==> src/rtl/sequence_generator_101001_errinj_pkg.sv <==
// Shared constants for the 101001 generator and its tolerant detector:
// frame shape, FSM encoding and the bit-error tolerance limit.
package sequence_generator_101001_errinj_pkg;

    localparam int               WIDTH        = 6;
    localparam logic [WIDTH-1:0] PATTERN      = 6'b101001;
    localparam int               REPEAT_W     = 4;
    localparam logic [2:0]       TOL_LIMIT    = 3'd2;
    localparam logic [2:0]       LAST_BIT_IDX = 3'd5;

    typedef enum logic [1:0] {
        ST_IDLE = 2'd0,
        ST_SEND = 2'd1,
        ST_DONE = 2'd2
    } gen_state_t;

    // A detector that tolerates TOL_LIMIT flipped bits is expected to fire.
    function automatic logic within_tolerance(input logic [2:0] err_count);
        return err_count <= TOL_LIMIT;
    endfunction

endpackage

==> src/rtl/sequence_generator_101001_errinj_popcount_6in.sv <==
// Combinational population count of a 6-bit vector (result 0..6).
module popcount_6in (
    input  logic [5:0] i_bits,
    output logic [2:0] o_count
);

    always_comb begin
        // NOTE: combinational logic uses blocking assignments and gives every output a value first, so no latch is inferred.
        o_count = '0;
        for (int i = 0; i < 6; i++) begin
            o_count = o_count + {2'b00, i_bits[i]};
        end
    end

endmodule

==> src/rtl/sequence_generator_101001_errinj.sv <==
// Serial 101001 frame generator with per-bit error injection and burst repeat;
// reports how many bits were flipped and whether a tolerant detector should still match.
module sequence_generator_101001_errinj
    import sequence_generator_101001_errinj_pkg::*;
#(
    parameter int                                                    WIDTH    = sequence_generator_101001_errinj_pkg::WIDTH,
    parameter logic [sequence_generator_101001_errinj_pkg::WIDTH-1:0] PATTERN = sequence_generator_101001_errinj_pkg::PATTERN,
    parameter int                                                    REPEAT_W = sequence_generator_101001_errinj_pkg::REPEAT_W
) (
    input  logic                i_clk,
    input  logic                i_resetn,
    input  logic                i_start,
    input  logic [WIDTH-1:0]    i_err_mask,
    input  logic [REPEAT_W-1:0] i_repeat,
    output logic                o_data,
    output logic                o_valid,
    output logic                o_busy,
    output logic                o_done,
    output logic [2:0]          o_err_count,
    output logic                o_tol_ok
);

    gen_state_t          state_q, state_d;
    logic [WIDTH-1:0]    mask_q, mask_d;
    logic [REPEAT_W-1:0] frames_left_q, frames_left_d;
    logic [2:0]          bit_idx_q, bit_idx_d;
    logic                data_d, valid_d, busy_d, done_d, tol_ok_d;
    logic [2:0]          err_count_d;
    logic [2:0]          mask_popcount;

    popcount_6in u_popcount (
        .i_bits  (i_err_mask),
        .o_count (mask_popcount)
    );

    // Frame bit at position idx, counted from the MSB, after error injection.
    function automatic logic frame_bit(input logic [WIDTH-1:0] mask, input logic [2:0] idx);
        logic [WIDTH-1:0] frame;
        frame = (PATTERN ^ mask) << idx;
        return frame[WIDTH-1];
    endfunction

    always_comb begin
        state_d       = state_q;
        mask_d        = mask_q;
        frames_left_d = frames_left_q;
        bit_idx_d     = bit_idx_q;
        err_count_d   = o_err_count;
        tol_ok_d      = o_tol_ok;
        data_d        = 1'b0;
        valid_d       = 1'b0;
        busy_d        = 1'b0;
        done_d        = 1'b0;

        case (state_q)
            ST_IDLE: begin
                if (i_start) begin
                    state_d       = ST_SEND;
                    mask_d        = i_err_mask;
                    frames_left_d = i_repeat;
                    bit_idx_d     = 3'd0;
                    err_count_d   = mask_popcount;
                    tol_ok_d      = within_tolerance(mask_popcount);
                    data_d        = frame_bit(i_err_mask, 3'd0);
                    valid_d       = 1'b1;
                    busy_d        = 1'b1;
                end
            end

            ST_SEND: begin
                busy_d = 1'b1;
                if (bit_idx_q == LAST_BIT_IDX) begin
                    if (frames_left_q == '0) begin
                        state_d   = ST_DONE;
                        bit_idx_d = 3'd0;
                        done_d    = 1'b1;
                    end else begin
                        // Next frame starts on the very next cycle, no gap.
                        frames_left_d = frames_left_q - 1'b1;
                        bit_idx_d     = 3'd0;
                        data_d        = frame_bit(mask_q, 3'd0);
                        valid_d       = 1'b1;
                    end
                end else begin
                    bit_idx_d = bit_idx_q + 3'd1;
                    data_d    = frame_bit(mask_q, bit_idx_q + 3'd1);
                    valid_d   = 1'b1;
                end
            end

            ST_DONE: begin
                state_d = ST_IDLE;
            end

            default: begin
                state_d = ST_IDLE;
            end
        endcase
    end

    always_ff @(posedge i_clk) begin
        // NOTE: sequential state uses non-blocking assignments; reset is synchronous and clears every register, including the latched mask.
        if (!i_resetn) begin
            state_q       <= ST_IDLE;
            mask_q        <= '0;
            frames_left_q <= '0;
            bit_idx_q     <= '0;
            o_data        <= 1'b0;
            o_valid       <= 1'b0;
            o_busy        <= 1'b0;
            o_done        <= 1'b0;
            o_err_count   <= '0;
            o_tol_ok      <= 1'b0;
        end else begin
            state_q       <= state_d;
            mask_q        <= mask_d;
            frames_left_q <= frames_left_d;
            bit_idx_q     <= bit_idx_d;
            o_data        <= data_d;
            o_valid       <= valid_d;
            o_busy        <= busy_d;
            o_done        <= done_d;
            o_err_count   <= err_count_d;
            o_tol_ok      <= tol_ok_d;
        end
    end

endmodule

==> config.mk <==
export PLATFORM = sky130hd
export DESIGN_NAME = sequence_generator_101001_errinj
export DESIGN_NICKNAME = d
export VERILOG_FILES = /design/src/rtl/sequence_generator_101001_errinj_pkg.sv /design/src/rtl/sequence_generator_101001_errinj_popcount_6in.sv /design/src/rtl/sequence_generator_101001_errinj.sv
export SDC_FILE = /design/constraint.sdc
export NUM_CORES = 1
export LEC_CHECK = 0
export BUFFER_PORTS_ARGS = -buffer_cell sky130_fd_sc_hd__clkbuf_2
export CORE_UTILIZATION = 58
export DETAILED_ROUTE_END_ITERATION = 10
export PLACE_DENSITY = 0.82
export RECOVER_POWER = 25
export SETUP_SLACK_MARGIN = 0.05
export SYNTH_ARGS = -nofsm -noshare
export SYNTH_HDL_FRONTEND = slang
export SYNTH_HIERARCHICAL = 1
export SYNTH_SLANG_ARGS = --single-unit
==> constraint.sdc <==
create_clock -name i_clk -period 7.9 [get_ports i_clk]
set_clock_uncertainty 0.2 [all_clocks]
set_input_delay 0.79 -clock i_clk [delete_from_list [all_inputs] [get_ports i_clk]]
set_output_delay 0.79 -clock i_clk [all_outputs]
set_load 0.01 [all_outputs]
==> results.sh <==
export IMPL_status="complete, but fails checks"
export IMPL_violations="capacitance limit, slew limit"
export IMPL_avgSynthCellArea_um2=8.96
export IMPL_cts_buffers=3
export IMPL_cp_top_family="adder cells"
export IMPL_start_util=0.621
export IMPL_grt_first_pass_wirelength_mm=3.53
export IMPL_crit_path_max_incr_delay_ns=0.49
export IMPL_layout_common_cells="nand2_1, dfxtp_1, clkbuf_2, inv_1, a21boi_0"
export IMPL_via_per_inst=5.51
export IMPL_overflow=0
export IMPL_synthTopCellsByArea="dfxtp_1, nand2_1, a21boi_0"
export IMPL_drc=0
export IMPL_ctsResizeCount=0
export IMPL_grt_max_degree=24
export IMPL_path_clk_slew_ns=0.12
export IMPL_async_flop_share=0
export IMPL_num_vias=1002
export IMPL_min_period_over_period=0.372
export IMPL_fin_crit_ns=2.94
export IMPL_post_cts_buffers=0
export IMPL_hold_viol_final=0
export IMPL_cts_htree_levels=1
export IMPL_ioPinCount=21
export IMPL_wirelength_mm=2.26
export IMPL_grtUsageTotal=0.218
export IMPL_seq_area_frac_synth=0.378
export IMPL_vdd_ir_drop_max_mv=0.125
export IMPL_synth_nets=156
export IMPL_holdCritPathClass="reg -> reg"
export IMPL_seqCellArea_um2=460
export IMPL_fill_cells=167
export IMPL_syn_cell_area_mm2=0.00122
export IMPL_crit_path_end_kind="flip-flop"
export IMPL_r2r_setup_slack_ns=5.16
export IMPL_path_max_fanout=2
export IMPL_final_cells=182
export IMPL_maxCapViolCount=1
export IMPL_yosys_warnings=6
export IMPL_synth_edf_count=0
export IMPL_die_y_um=47.8
export IMPL_hpwl_mm=1.71
export IMPL_start_kind="primary input"
export IMPL_final_common_cell="nand2_1"
export IMPL_dp_cells=178
export IMPL_gp_congestion=0.763
export IMPL_core_area_mm2=0.00196
export IMPL_power_uw=238
export IMPL_clk_path_buf_depth=2
export IMPL_power_density_mw_per_mm2=177
export IMPL_clock_fmax_mhz=340
export IMPL_num_antenna_cells=0
export IMPL_power_leakage_uw=0.000594
export IMPL_synth_ff_type="dfxtp_1"
export IMPL_antenna_left=0
export IMPL_drv_slew=15
export IMPL_cts_tree="done"
export IMPL_crit_path_cell_trace="clkbuf_2 > inv_1 > fa_1 > fa_1 > inv_1 > ha_1 > fa_1 > a211oi_1 > a21oi_1 > nor2b_1"
export IMPL_relSlewSlack=-0.114
export IMPL_yosysTopAreaCellShare=0.378
export IMPL_setup_violations=0
export IMPL_cts_hold_buf=0
export IMPL_clk_latency_ns=0.30
export IMPL_die_area_mm2=0.00229
export IMPL_drt_initial_drc_count=16
export IMPL_nets=176
export IMPL_port_buffers=20
export IMPL_antenna_found_initial=0
export IMPL_required_ns=7.95
export IMPL_placed_cell_area_mm2=0.00133
export IMPL_ys_seq_elements=23
export IMPL_synthCells=136
export IMPL_fin_setup_tns_ns=0
export IMPL_syn_to_final_growth_pct=10.2
export IMPL_cp_common_cell="fa_1"
export IMPL_yosys_area_top_type="dfxtp_1"
export IMPL_clock_sinks=23
export IMPL_routedWlPerCell_um=12.4
export IMPL_worst_pin_slew_ns=1.67
export IMPL_grt_pass1_vias=877
export IMPL_rsz0062_at_grt="no"
export IMPL_stdcell_area_mm2=0.00134
export IMPL_crit_buf_inv=3
export IMPL_cp_data_arrival_time_ns=2.99
export IMPL_synth_cell_types=42
export IMPL_rows=16
export IMPL_crit_type="in -> reg"
export IMPL_hold_ws_ns=0.275
export IMPL_drtPass1Iterations=4
export IMPL_fp_dieW_um=47.8
export IMPL_crit_path_top_delay_cell="fa_1"
export IMPL_drive_gt1_frac=0.200
export IMPL_root_buffer="clkbuf_4"
export IMPL_multi_input_area_um2=681
[synthesized netlist by cell type (2+ instances only)]
master,count
buf_2,2
and3_1,3
ha_1,4
xor2_1,2
nor3_1,2
nand2_1,25
a211oi_1,3
inv_1,11
fa_1,3
a21oi_1,2
nor3b_1,2
a211o_1,2
nor2b_1,2
nor2_1,4
o21ai_0,6
o21a_1,2
and2_1,2
clkbuf_1,2
and2b_1,2
a21boi_0,11
dfxtp_1,23
[sequential cells by signal, indices dropped and copies added (netlist names)]
name	flops
o_valid	1
mask_q	6
o_busy	1
o_data	1
frames_left_q	4
o_err_count	3
bit_idx_q	3
state_q	2
o_tol_ok	1
o_done	1
[per-layer routing]
metal  wire (um)  share of wire  GRT usage  up-vias
met5           0              0          0        -
met4          14         0.0062     0.0667        0
met3          84          0.037     0.0453        2
met2        1130           0.50      0.370       22
met1        1030           0.46      0.277      475
li1            -              -          -      503
[cells by family after synthesis]
logic type,Yosys count,share of synthesized area
xor gates and xnor gates,2,0.0144
buffers and inverters,16,0.0544
DFF,23,0.378
AOI/OAI and AO/OA,36,0.224
and+or+nand+nor,51,0.230
adders and majority gates,7,0.0904
muxes,1,0.00924
[power breakdown]
part / internal, uW / switching [uW] / total [uW]
Sequential: 124 / 5.52 / 130
Clock: 18.8 / 33.7 / 52.6
Combinational: 25.0 / 30.8 / 55.8
[stage by stage]
stage	utilization	setup WS, ns
3_3_place_gp	0.677	4.72
3_5_place_dp	0.677	4.64
4_1_cts	0.691	4.96
5_1_grt	0.684	4.83
2_1_floorplan	-	4.85
6_report	0.684	4.96
[cell type report]
| class | count | area share |
|---|---|---|
| tap | 27 | 0.0252 |
| inverter | 11 | 0.0308 |
| sequential | 23 | 0.343 |
| timing repair buffer | 20 | 0.0736 |
| clock buffer | 3 | 0.0168 |
| clock inverter | 1 | 0.00373 |
| multi-input combinational | 97 | 0.507 |
[worst min-delay path: stages (launching register included)]
cell,delay [ns]
dfxtp_1,0.33
nand2_1,0.04
a21boi_0,0.06
[final timing paths]
kind,cells past startpoint,end,start
setup reg to reg,4,frames_left_q[0]$_SDFFE_PN0P_,state_q[0]$_SDFFE_PN0P_
hold / removal,2,o_err_count[2]$_SDFFE_PN0P_,o_err_count[2]$_SDFFE_PN0P_
hold reg to reg,2,o_err_count[2]$_SDFFE_PN0P_,o_err_count[2]$_SDFFE_PN0P_
setup / recovery,10,o_tol_ok$_SDFFE_PN0P_,i_err_mask[0]
No activity file was read; power rests on OpenSTA's default activity.
